[src/rtl/score_view_pkg.sv]
`default_nettype none
// ============================================================================
//  Module      : score_view_pkg
//  Description : Shared configuration, note-store entry layout and geometry
//                helpers for the scrolling score renderer.
//  Revision    : 1.0 - initial release
// ============================================================================
package score_view_pkg;

    // Default screen / score geometry
    localparam int c_SCREEN_WIDTH       = 800;
    localparam int c_SCREEN_HEIGHT      = 480;
    localparam int c_SCREEN_WIDTH_BITS  = 11;
    localparam int c_SCREEN_HEIGHT_BITS = 10;
    localparam int c_DISPLAYED_BEATS    = 6;
    localparam int c_SIMULTANEOUS_NOTES = 4;
    localparam int c_BEAT_DURATION      = 16;
    localparam int c_BEAT_BITS          = 7;
    localparam int c_NOTE_BITS          = 6;
    localparam int c_NOTES_POS_BITS     = 6;
    localparam int c_STEP_PX            = 8;
    localparam int c_MID_NOTE           = 34;

    // Two screens' worth of simultaneous notes so scrolled-out bars still fit
    localparam int c_CAP = 2 * c_DISPLAYED_BEATS * c_SIMULTANEOUS_NOTES;

    // Entry layout {valid, note, start, duration}, LSB first
    localparam int c_DUR_LSB   = 0;
    localparam int c_START_LSB = c_BEAT_BITS;
    localparam int c_NOTE_LSB  = 2 * c_BEAT_BITS;
    localparam int c_VALID_BIT = 2 * c_BEAT_BITS + c_NOTE_BITS;
    localparam int c_ENTRY_W   = c_VALID_BIT + 1;

    typedef struct packed {
        logic                   valid;
        logic [c_NOTE_BITS-1:0] note;
        logic [c_BEAT_BITS-1:0] start;
        logic [c_BEAT_BITS-1:0] duration;
    } entry_t;

    // Horizontal pixels per tick (floored)
    function automatic int tick_px(input int width, input int beats, input int beat_dur);
        return width / (beats * beat_dur);
    endfunction

    // Row of staff line k, k = -2..2 around the screen middle
    function automatic int staff_line_y(input int height, input int step, input int k);
        return height / 2 + k * 2 * step;
    endfunction

endpackage : score_view_pkg
`default_nettype wire

[src/rtl/score_view_note_store.sv]
`default_nettype none
// ============================================================================
//  Module      : note_store
//  Description : Circular store of timestamped note events, write pointer,
//                tick counter and age-out of entries about to alias.
//  Revision    : 1.0 - initial release
// ============================================================================
import score_view_pkg::*;

module note_store #(
    parameter int CAP      = c_CAP,
    parameter int POS_BITS = c_NOTES_POS_BITS
) (
    input  logic                     clk,
    input  logic                     rst,
    input  logic                     i_play,
    input  logic                     i_new_note,
    input  logic [c_NOTE_BITS-1:0]   i_note,
    input  logic [c_BEAT_BITS-1:0]   i_duration,
    input  logic                     i_new_beat,
    output logic [c_BEAT_BITS-1:0]   o_cur,
    output logic [CAP*c_ENTRY_W-1:0] o_entries
);

    // Age one step short of wrapping back to zero
    localparam logic [c_BEAT_BITS-1:0] c_AGE_MAX   = '1;
    localparam logic [POS_BITS-1:0]    c_WPTR_LAST = POS_BITS'(CAP - 1);

    entry_t                 r_store [CAP];
    logic [c_BEAT_BITS-1:0] r_cur;
    logic [POS_BITS-1:0]    r_wptr;

    logic w_record;
    logic w_tick;

    // Zero-length notes never occupy a slot; nothing moves while paused
    assign w_record = i_play & i_new_note & (i_duration != '0);
    assign w_tick   = i_play & i_new_beat;

    // Store, pointer and tick counter; a write to a slot wins over its age-out
    always_ff @(posedge clk) begin
        if (!rst) begin
            r_cur  <= '0;
            r_wptr <= '0;
            for (int i = 0; i < CAP; i++) begin
                r_store[i] <= '0;
            end
        end else begin
            if (w_tick) begin
                for (int i = 0; i < CAP; i++) begin
                    if (r_store[i].valid && ((r_cur - r_store[i].start) == c_AGE_MAX)) begin
                        r_store[i].valid <= 1'b0;
                    end
                end
                r_cur <= r_cur + 1'b1;
            end
            if (w_record) begin
                r_store[r_wptr] <= '{valid: 1'b1, note: i_note, start: r_cur, duration: i_duration};
                r_wptr          <= (r_wptr == c_WPTR_LAST) ? '0 : r_wptr + 1'b1;
            end
        end
    end

    assign o_cur = r_cur;

    for (genvar i = 0; i < CAP; i++) begin : g_flat
        assign o_entries[i*c_ENTRY_W +: c_ENTRY_W] = r_store[i];
    end

endmodule : note_store
`default_nettype wire

[src/rtl/score_view.sv]
`default_nettype none
// ============================================================================
//  Module      : score_view
//  Description : Scrolling score renderer. Answers combinationally whether a
//                queried pixel lies on a recorded note bar or the staff grid.
//  Revision    : 1.0 - initial release
// ============================================================================
import score_view_pkg::*;

module score_view #(
    parameter int SCREEN_WIDTH       = c_SCREEN_WIDTH,
    parameter int SCREEN_HEIGHT      = c_SCREEN_HEIGHT,
    parameter int SCREEN_WIDTH_BITS  = c_SCREEN_WIDTH_BITS,
    parameter int SCREEN_HEIGHT_BITS = c_SCREEN_HEIGHT_BITS,
    parameter int DISPLAYED_BEATS    = c_DISPLAYED_BEATS,
    parameter int SIMULTANEOUS_NOTES = c_SIMULTANEOUS_NOTES,
    parameter int BEAT_DURATION      = c_BEAT_DURATION,
    parameter int BEAT_BITS          = c_BEAT_BITS,
    parameter int NOTE_BITS          = c_NOTE_BITS,
    parameter int NOTES_POS_BITS     = c_NOTES_POS_BITS,
    parameter int STEP_PX            = c_STEP_PX,
    parameter int MID_NOTE           = c_MID_NOTE
) (
    input  logic                          clk,
    input  logic                          rst,
    input  logic                          play,
    input  logic                          new_note,
    input  logic [NOTE_BITS-1:0]          note,
    input  logic [BEAT_BITS-1:0]          duration,
    input  logic                          new_beat,
    input  logic [SCREEN_WIDTH_BITS-1:0]  x,
    input  logic [SCREEN_HEIGHT_BITS-1:0] y,
    output logic                          on_notes,
    output logic                          on_staff,
    output logic                          on
);

    localparam int c_NUM_ENTRIES = 2 * DISPLAYED_BEATS * SIMULTANEOUS_NOTES;
    localparam int c_TICK_PX     = tick_px(SCREEN_WIDTH, DISPLAYED_BEATS, BEAT_DURATION);
    // Signed width covering -216..1816 with margin
    localparam int c_CALC_W      = 16;

    localparam logic signed [c_CALC_W-1:0] c_WIDTH_S    = c_CALC_W'(SCREEN_WIDTH);
    localparam logic signed [c_CALC_W-1:0] c_TICK_S     = c_CALC_W'(c_TICK_PX);
    localparam logic signed [c_CALC_W-1:0] c_MID_Y_S    = c_CALC_W'(SCREEN_HEIGHT / 2);
    localparam logic signed [c_CALC_W-1:0] c_MID_NOTE_S = c_CALC_W'(MID_NOTE);
    localparam logic signed [c_CALC_W-1:0] c_STEP_S     = c_CALC_W'(STEP_PX);
    localparam logic signed [c_CALC_W-1:0] c_HALF_BAR_S = c_CALC_W'(3);
    localparam logic signed [c_CALC_W-1:0] c_BAND_TOP_S = c_CALC_W'(staff_line_y(SCREEN_HEIGHT, STEP_PX, -2));
    localparam logic signed [c_CALC_W-1:0] c_BAND_BOT_S = c_CALC_W'(staff_line_y(SCREEN_HEIGHT, STEP_PX, 2));

    logic [c_BEAT_BITS-1:0]                 w_cur;
    logic [c_NUM_ENTRIES*c_ENTRY_W-1:0]     w_entries;
    logic [c_NUM_ENTRIES-1:0]               w_hit;
    logic [4:0]                             w_hline;
    logic [DISPLAYED_BEATS-1:0]             w_vline;
    logic                                   w_band;
    logic signed [c_CALC_W-1:0]             w_x_s;
    logic signed [c_CALC_W-1:0]             w_y_s;

    note_store #(
        .CAP      (c_NUM_ENTRIES),
        .POS_BITS (NOTES_POS_BITS)
    ) u_note_store (
        .clk        (clk),
        .rst        (rst),
        .i_play     (play),
        .i_new_note (new_note),
        .i_note     (note),
        .i_duration (duration),
        .i_new_beat (new_beat),
        .o_cur      (w_cur),
        .o_entries  (w_entries)
    );

    assign w_x_s = $signed({{(c_CALC_W-SCREEN_WIDTH_BITS){1'b0}}, x});
    assign w_y_s = $signed({{(c_CALC_W-SCREEN_HEIGHT_BITS){1'b0}}, y});

    // One bar test per stored entry; playhead at the right edge
    for (genvar i = 0; i < c_NUM_ENTRIES; i++) begin : g_entry
        logic [c_ENTRY_W-1:0]       w_entry;
        logic                       w_valid;
        logic [c_NOTE_BITS-1:0]     w_note;
        logic [c_BEAT_BITS-1:0]     w_start;
        logic [c_BEAT_BITS-1:0]     w_dur;
        logic [c_BEAT_BITS-1:0]     w_age;
        logic signed [c_CALC_W-1:0] w_sx;
        logic signed [c_CALC_W-1:0] w_ex;
        logic signed [c_CALC_W-1:0] w_yc;

        assign w_entry = w_entries[i*c_ENTRY_W +: c_ENTRY_W];
        assign w_valid = w_entry[c_VALID_BIT];
        assign w_note  = w_entry[c_NOTE_LSB  +: c_NOTE_BITS];
        assign w_start = w_entry[c_START_LSB +: c_BEAT_BITS];
        assign w_dur   = w_entry[c_DUR_LSB   +: c_BEAT_BITS];

        // Modular age: the store retires entries before this can alias
        assign w_age = w_cur - w_start;
        assign w_sx  = c_WIDTH_S - $signed({{(c_CALC_W-c_BEAT_BITS){1'b0}}, w_age}) * c_TICK_S;
        assign w_ex  = w_sx + $signed({{(c_CALC_W-c_BEAT_BITS){1'b0}}, w_dur}) * c_TICK_S;
        assign w_yc  = c_MID_Y_S + (c_MID_NOTE_S - $signed({{(c_CALC_W-c_NOTE_BITS){1'b0}}, w_note})) * c_STEP_S;

        assign w_hit[i] = w_valid
                        && (w_x_s >= w_sx) && (w_x_s < w_ex)
                        && (w_y_s >= w_yc - c_HALF_BAR_S) && (w_y_s <= w_yc + c_HALF_BAR_S);
    end

    // Five horizontal staff lines spanning the full width
    for (genvar k = 0; k < 5; k++) begin : g_hline
        localparam logic signed [c_CALC_W-1:0] c_LINE_Y_S = c_CALC_W'(staff_line_y(SCREEN_HEIGHT, STEP_PX, k - 2));
        assign w_hline[k] = (w_y_s == c_LINE_Y_S);
    end

    // Beat grid lines, one per displayed beat counted back from the playhead
    for (genvar k = 1; k <= DISPLAYED_BEATS; k++) begin : g_vline
        localparam logic signed [c_CALC_W-1:0] c_GRID_X_S = c_CALC_W'(SCREEN_WIDTH - k * BEAT_DURATION * c_TICK_PX);
        assign w_vline[k-1] = (w_x_s == c_GRID_X_S);
    end

    assign w_band = (w_y_s >= c_BAND_TOP_S) && (w_y_s <= c_BAND_BOT_S);

    // Merge note and staff layers into the pixel answer
    always_comb begin
        on_notes = |w_hit;
        on_staff = (|w_hline) | ((|w_vline) & w_band);
        on       = on_notes | on_staff;
    end

endmodule : score_view
`default_nettype wire

[config.mk]
export PLATFORM = sky130hd
export DESIGN_NAME = score_view
export DESIGN_NICKNAME = d
export VERILOG_FILES = /design/src/rtl/score_view_pkg.sv /design/src/rtl/score_view_note_store.sv /design/src/rtl/score_view.sv
export SDC_FILE = /design/constraint.sdc
export NUM_CORES = 2
export LEC_CHECK = 0
export BUFFER_PORTS_ARGS = -buffer_cell sky130_fd_sc_hd__buf_2
export CAP_MARGIN = 40
export CORE_MARGIN = 4
export CORE_UTILIZATION = 30
export DETAILED_ROUTE_END_ITERATION = 8
export HOLD_SLACK_MARGIN = 0.05
export MAX_ROUTING_LAYER = met4
export REMOVE_ABC_BUFFERS = 1
export SYNTH_ARGS = -nofsm -noshare
export SYNTH_HDL_FRONTEND = slang
export SYNTH_SLANG_ARGS = --single-unit
[constraint.sdc]
create_clock -name clk -period 11 [get_ports clk]
set_clock_uncertainty 0.05 [all_clocks]
set_input_delay 2.2 -clock clk [delete_from_list [all_inputs] [get_ports clk]]
set_output_delay 2.2 -clock clk [all_outputs]
set_load 0.005 [all_outputs]
Word-level counts from Yosys, hierarchy flattened
Memories as Yosys holds them, arrays and structs flattened.
Index checks and enable logic that the tools add are counted.
{"block": "word_totals", "output_inout_bits": 3, "ram_bits": 1008, "register_bits": 13, "wordCells": 1139, "n_memories": 1, "in_bits": 39}
{"name": "u_note_store.r_store", "depth": 48, "word_bits": 21, "rd": 48, "rd_clocked_by_memory_dff": 0, "write_ports": 49, "line": "score_view_note_store.sv:29", "rtl": "entry_t r_store [CAP];"}
{"block": "op_classes", "n_eq_ne": 60, "reduce_logical": 245, "magnitude_cmp": 194, "n_bitwise": 54, "n_mux": 245, "addsub": 338}
{"cell": "$add A11 B11 Y12", "count": 48}
{"cell": "$add A11 B3 Y12 const B", "count": 48}
{"cell": "$ge A11 B12 Y1", "count": 48}
{"cell": "$ge A12 B11 Y1", "count": 48}
{"cell": "$le A11 B12 Y1", "count": 48}
{"cell": "$lt A12 B12 Y1", "count": 48}
{"cell": "$sub A11 B3 Y12 const B", "count": 48}
{"cell": "$add A9 B10 Y11 const A", "count": 48}
{"cell": "$sub A10 B10 Y11 const A", "count": 48}
{"cell": "$eq A7 B7 Y1 const B", "count": 48}
{"cell": "$sub A6 B6 Y7 const A", "count": 48}
{"cell": "$sub A7 B7 Y7", "count": 48}
{"cell": "$mux W1", "count": 244}
{"cell": "$logic_and A1 B1 Y1", "count": 241}
{"cell": "$or A1 B1 Y1", "count": 50}
{"cell": "$reduce_or A48 Y1", "count": 1}
{"cell": "$eq A10 B9 Y1 const B", "count": 3}
{"cell": "$eq A11 B10 Y1 const B", "count": 2}
{"cell": "$eq A11 B11 Y1 const B", "count": 2}
{"cell": "$eq A10 B10 Y1 const B", "count": 2}
{"cell": "$eq A11 B7 Y1 const B", "count": 1}
{"cell": "$eq A11 B9 Y1 const B", "count": 1}
{"cell": "$ge A10 B8 Y1 const B", "count": 1}
{"cell": "$le A10 B9 Y1 const B", "count": 1}
{"cell": "other kinds (8)", "count": 11}

Depth between registers and ports, before layout
An unclocked memory read counts as a cell.
{"block": "logic_depth", "depth_word": 10, "mapped_depth": 29, "ltp_nobuf": 27}

By module
Synthesis repeated with hierarchy kept, for this count alone.
{"block": "hier_totals", "hier_cells": 15189, "hier_area_um2": 134881.9}
{"module": "score_view", "area_each_um2": 83316.2, "seq_area_each_um2": 0.0, "instances": 1, "cells_per_inst": 10953}
{"module": "note_store", "area_each_um2": 51565.7, "seq_area_each_um2": 30048.8, "instances": 1, "cells_per_inst": 4236}

Worst setup path before layout
OpenSTA, ideal clock, no wires.
{"block": "synth_path", "path_type": "register -> output", "startpoint": "reg u_note_store.r_cur[1] (netlist: u_note_store.o_cur[1])", "endpoint": "out on", "path_stages_with_launch": 23, "t_required_ns": 8.750, "n_path_buf": 2, "slack_ns": 1.102, "arrival_time_ns": 7.648, "cell_sequence": "dfxtp_1 inv_1 clkbuf_1 clkbuf_1 fa_1 nand2b_1 a21oi_1 xor2_1 nor3_1 xnor2_1 ha_1 a21o_1 o21a_1 or2_2 ha_1 o211ai_1 a21oi_1 o21a_1 a211oi_1 a2111oi_0 nand4_1 nor4_2 nand3b_1"}
{"block": "synth_via", "elab_chain_len": 9, "word_cells_on_any_way": 434, "classes_between": "144 x add/sub; 96 x order compare; 1 x bitwise; 193 x reduce/logical"}
{"element": "from (decl)", "line": "score_view_note_store.sv:30", "rtl": "logic [c_BEAT_BITS-1:0] r_cur;"}
{"element": "from (signal assigned)", "line": "score_view_note_store.sv:55", "rtl": "r_cur <= r_cur + 1'b1;"}
{"element": "$sub A7 B7 Y7", "line": "score_view.sv:98", "rtl": "assign w_age = w_cur - w_start;"}
{"element": "$sub A10 B10 Y11", "line": "score_view.sv:99", "rtl": "assign w_sx = c_WIDTH_S - $signed({{(c_CALC_W-c_BEAT_BITS){1'b0}}, w_age}) * c_TICK_S;"}
{"element": "$add A11 B11 Y12 or $ge A12 B11 Y1 (tied branches)", "line": "score_view.sv:100, score_view.sv:104"}
{"element": "$lt A12 B12 Y1 or $logic_and A1 B1 Y1 (tied branches)", "line": "score_view.sv:104", "rtl": "&& (w_x_s >= w_sx) && (w_x_s < w_ex)"}
{"element": "$logic_and A1 B1 Y1", "line": "score_view.sv:104"}
{"element": "$logic_and A1 B1 Y1 (2 in a row)", "line": "score_view.sv:105", "rtl": "&& (w_y_s >= w_yc - c_HALF_BAR_S) && (w_y_s <= w_yc + c_HALF_BAR_S);"}
{"element": "$reduce_or A48 Y1 (*)", "line": "score_view.sv:124", "rtl": "on_notes = |w_hit;"}
{"element": "$or A1 B1 Y1 (*)", "line": "score_view.sv:126", "rtl": "on = on_notes | on_staff;"}
{"element": "to (decl)", "line": "score_view.sv:35", "rtl": "output logic on"}
Mark *: on every way between the ends. The rest lies on a longest branch, timed or not.

Worst setup path in the final report
{"block": "layout_path", "startpoint": "reg u_note_store.r_cur[0] (netlist: u_note_store.o_cur[0])", "endpoint": "out on"}
Same word-level chain as after synthesis.

==> summary.md <==
| Metric | Value |
|---|---|
| Detailed-route wire length per cell | 20.7 um |
| Worst slew margin relative to its limit | 0.344 |
| Die outline width | 650 um |
| Cell with the most instances after synthesis | sky130_fd_sc_hd__ha_1 |
| Areal power density over the cells | 121 nW/um2 |
| Skew-Pair Late Insertion Delay | 0.83 ns |
| Syn Std Cell Area | 124000 um2 |
| Max rail drop VDD | 0.106 mV |
| Detail Placement HPWL | 281 mm |
| Average cell area after synthesis | 9.05 um2 |
| Async S/R FF share, synth | 0 |
| Max-cap violations | 0 |
| Wire length of the first global-routing pass | 600 mm |
| Buffer count from post-CTS setup fixing | 0 |
| Worst Path Required | 8.75 ns |
| H-tree lvl count | 4 |
| Count of different cell masters after synthesis | 119 |
| CTS tree | yes |
| Global route hottest layer | met2 |
| Post-synthesis xor/xnor area fraction | 0.0921 |
| Fraction of layout cells with a size suffix above 1 | 0.0509 |
| Simple-gate portion of the synthesized area | 0.176 |
| Final-layout worst hold slack | 0.427 ns |
| Maximum operating frequency | 96.2 MHz |
| Share of cell area taken by muxes after synthesis | 0.00376 |
| Final Setup Violations | 0 |
| GRT met1 Usage | 0.235 |
| Via-per-instance ratio | 5.36 |
| Top area cells in the synthesized netlist | sky130_fd_sc_hd__ha_1 25%, sky130_fd_sc_hd__edfxtp_1 23%, sky130_fd_sc_hd__xnor2_1 5.6% |
| Number of buffers inserted by hold repair at cts | 0 |
| Fin cells | 19200 |
| Initial DRC Count | 8387 |
| Final #Nets | 16200 |
| Clock slew seen by the registers of the worst setup and hold paths | 0.06 ns |
| Antenna violations before repair | 40 |
| Antenna Violating Nets Remaining | 0 |
| Maximum fanout count along the critical path | 36 |
| Io pins | 42 |
| Final Max Slew Viols | 0 |
| Transition time at the pin with the least slew margin | 0.969 ns |
| Aggregate routed wire length | 398 mm |
| Floorplan Core Area | 410000 um2 |
| Sequential fraction of the synthesis area | 0.243 |
| Initial core utilization | 0.302 |
| Setup slack of the critical path after layout | 0.605 ns |
| Port Buffer Count | 41 |
| Remaining design rule violation count | 0 |
| P_leak | 60.9 nW |
| Number of cells in the design after placement | 18900 |
| Total clock buffers created by CTS | 139 |
| Most frequently used flop master after synthesis | sky130_fd_sc_hd__edfxtp_1 |
| Root Buffer Master | sky130_fd_sc_hd__clkbuf_16 |
| Setup repair after global routing missed its margin | no |
| Layout area overhead | 10.4% |
| Critical path launch point type | register |
| Met2 Track Usage GR | 0.308 |
| Via count of the first global-routing pass | 98100 |
| Drt first pass iters | 6 |
| Post-synthesis cell count | 13700 |
| Share of Yosys cell area claimed by the top area cell type | 0.248 |
| WS Path Type | register to output port |
| Number of buffers on the longest clock path | 4 |
| CP Data Arrival Time | 8.14 ns |
| Share of synthesized cell area in full adder, half adder and majority cells | 0.263 |
| DIE AREA | 423000 um2 |
| Global placer's final weighted congestion | 0.892 |
| Pin count of the biggest net entering global routing | 74 |
| Count of flip-flops with a built-in enable after synthesis | 960 |
| Most instantiated cells after synthesis | 2448 x sky130_fd_sc_hd__ha_1, 1185 x sky130_fd_sc_hd__inv_1, 960 x sky130_fd_sc_hd__edfxtp_1 |
| Largest family of logic cells by synthesized area | adder cells |
| Part of the cycle the worst path needs | 0.945 |
| Worst slack after detailed placement | 1.48 ns |
| Overflow left after global routing | 0 |
| Synthesis warning total | 0 |
| Die Y-Extent | 650 um |
| Utilization after layout | 0.333 |
| Num Clock Sinks | 1021 |
| Number of resized instances in the post-cts repair step | 0 |
| Total negative slack for setup checks | 0 ns |
| Cell type contributing the most total cell area after synthesis | sky130_fd_sc_hd__ha_1 |
| Number of vias in the routed layout | 103000 |
| Area fraction in compound gates after synthesis | 0.170 |
| Num rows | 235 |
| Combined global-route utilization of all metal layers | 0.187 |
| Minimum clock period | 10.39 ns |
| Number of register bits inferred by synthesis | 1021 |
| Met3 Usage GRT | 0.0179 |
| Final Hold Fails | 0 |
| Outcome | finished clean |
| HP Class | register to register |
| Nature of the critical path endpoint | output port |
==> routing by layer <==
| metal | up-vias | wire, um |
|---|---|---|
| met4 | 0 | 17900 |
| met5 | - | 0 |
| met3 | 708 | 23200 |
| met2 | 2876 | 185000 |
| met1 | 49400 | 172000 |
| li1 | 49900 | - |
==> power breakdown <==
| group | switching [mW] | internal [mW] | total, mW | leakage (nW) |
|---|---|---|---|---|
| combinational | 4.13 | 3.13 | 7.26 | 48.7 |
| clock | 1.91 | 2.85 | 4.76 | 2.23 |
| sequential | 0.154 | 4.40 | 4.55 | 9.96 |
==> sequential cells by signal, summed over array words and instances (netlist names) <==
name / flops
u_note_store.r_store: 1008
u_note_store.r_wptr: 6
u_note_store.o_cur: 7
==> layout make-up <==
class	count	area (um2)
Multi-Input combinational cell	11000	87500
Timing Repair Buffer	298	3010
Inverter	1189	4480
Fill cell	42000	274000
Clock inverter	69	822
Sequential cell	1021	30100
Antenna cell	43	108
Clock buffer	169	3800
Tap cell	5451	6820
==> worst paths after layout <==
path                                                    from                      endpoint  slack, ns  depth (start not counted)
worst max-delay path                   u_note_store.o_cur[0]                            on       0.61                         24
worst min-delay path            u_note_store.r_store[42][20]  u_note_store.r_store[42][20]       0.43                          2
worst max register to register         u_note_store.o_cur[0]   u_note_store.r_store[4][20]       7.04                         12
worst min register to register  u_note_store.r_store[42][20]  u_note_store.r_store[42][20]       0.43                          2
==> cell families after synthesis <==
kind of cell / Yosys count
xor gates and xnor gates: 1293
DFF: 1021
adders and majority gates: 2544
buffers and inverters: 1687
muxes: 45
and+or+nand+nor: 3943
AOI/OAI and AO/OA: 3135
==> per-stage QoR <==
| stage | total power, mW | instance area (um2) |
|---|---|---|
| 2_1_floorplan | 9.95 | 122000 |
| 3_3_place_gp | 11.6 | 131000 |
| 3_5_place_dp | 11.8 | 132000 |
| 4_1_cts | 16.6 | 136000 |
| 5_1_grt | 17.8 | 137000 |
| 6_report | 16.6 | 137000 |
==> critical path, cell delays in order, from the launching register on <==
cell and delay (ns):
sky130_fd_sc_hd__dfxtp_1 0.37, sky130_fd_sc_hd__inv_6 0.40, sky130_fd_sc_hd__ha_1 0.27, sky130_fd_sc_hd__inv_1 0.05, sky130_fd_sc_hd__fa_1 0.40, sky130_fd_sc_hd__a211oi_1 0.30, sky130_fd_sc_hd__nor2_1 0.09, sky130_fd_sc_hd__xor2_1 0.32
sky130_fd_sc_hd__nor3_1 0.14, sky130_fd_sc_hd__xnor2_1 0.29, sky130_fd_sc_hd__ha_1 0.32, sky130_fd_sc_hd__o211ai_1 0.09, sky130_fd_sc_hd__a21oi_1 0.08, sky130_fd_sc_hd__o21a_1 0.20, sky130_fd_sc_hd__or2_2 0.29, sky130_fd_sc_hd__ha_1 0.29
sky130_fd_sc_hd__o211ai_1 0.08, sky130_fd_sc_hd__nor3b_1 0.34, sky130_fd_sc_hd__a2111oi_0 0.18, sky130_fd_sc_hd__a22oi_1 0.76, sky130_fd_sc_hd__nand4_1 0.87, sky130_fd_sc_hd__nor4_2 0.64, sky130_fd_sc_hd__buf_4 0.22, sky130_fd_sc_hd__nand3b_1 0.07
sky130_fd_sc_hd__buf_2 0.15
==> placed cells by master, fill, tap and decap left out, types with 149 or more instances in the layout <==
| master | count |
|---|---|
| sky130_fd_sc_hd__inv_1 | 1181 |
| sky130_fd_sc_hd__nand4_1 | 239 |
| sky130_fd_sc_hd__o21ai_0 | 523 |
| sky130_fd_sc_hd__a211oi_1 | 169 |
| sky130_fd_sc_hd__a21oi_1 | 783 |
| sky130_fd_sc_hd__ha_1 | 2448 |
| sky130_fd_sc_hd__o211ai_1 | 149 |
| sky130_fd_sc_hd__nand2_1 | 492 |
| sky130_fd_sc_hd__and2_1 | 409 |
| sky130_fd_sc_hd__nand2b_1 | 236 |
| sky130_fd_sc_hd__nor2_1 | 717 |
| sky130_fd_sc_hd__buf_4 | 196 |
| sky130_fd_sc_hd__xnor2_1 | 796 |
| sky130_fd_sc_hd__and3_1 | 574 |
| sky130_fd_sc_hd__a21o_1 | 406 |
| sky130_fd_sc_hd__nor3_1 | 258 |
| sky130_fd_sc_hd__nor2b_1 | 250 |
| sky130_fd_sc_hd__edfxtp_1 | 960 |
| sky130_fd_sc_hd__nand3_1 | 215 |
| sky130_fd_sc_hd__xor2_1 | 487 |
No activity file was read; power rests on OpenSTA's default activity.
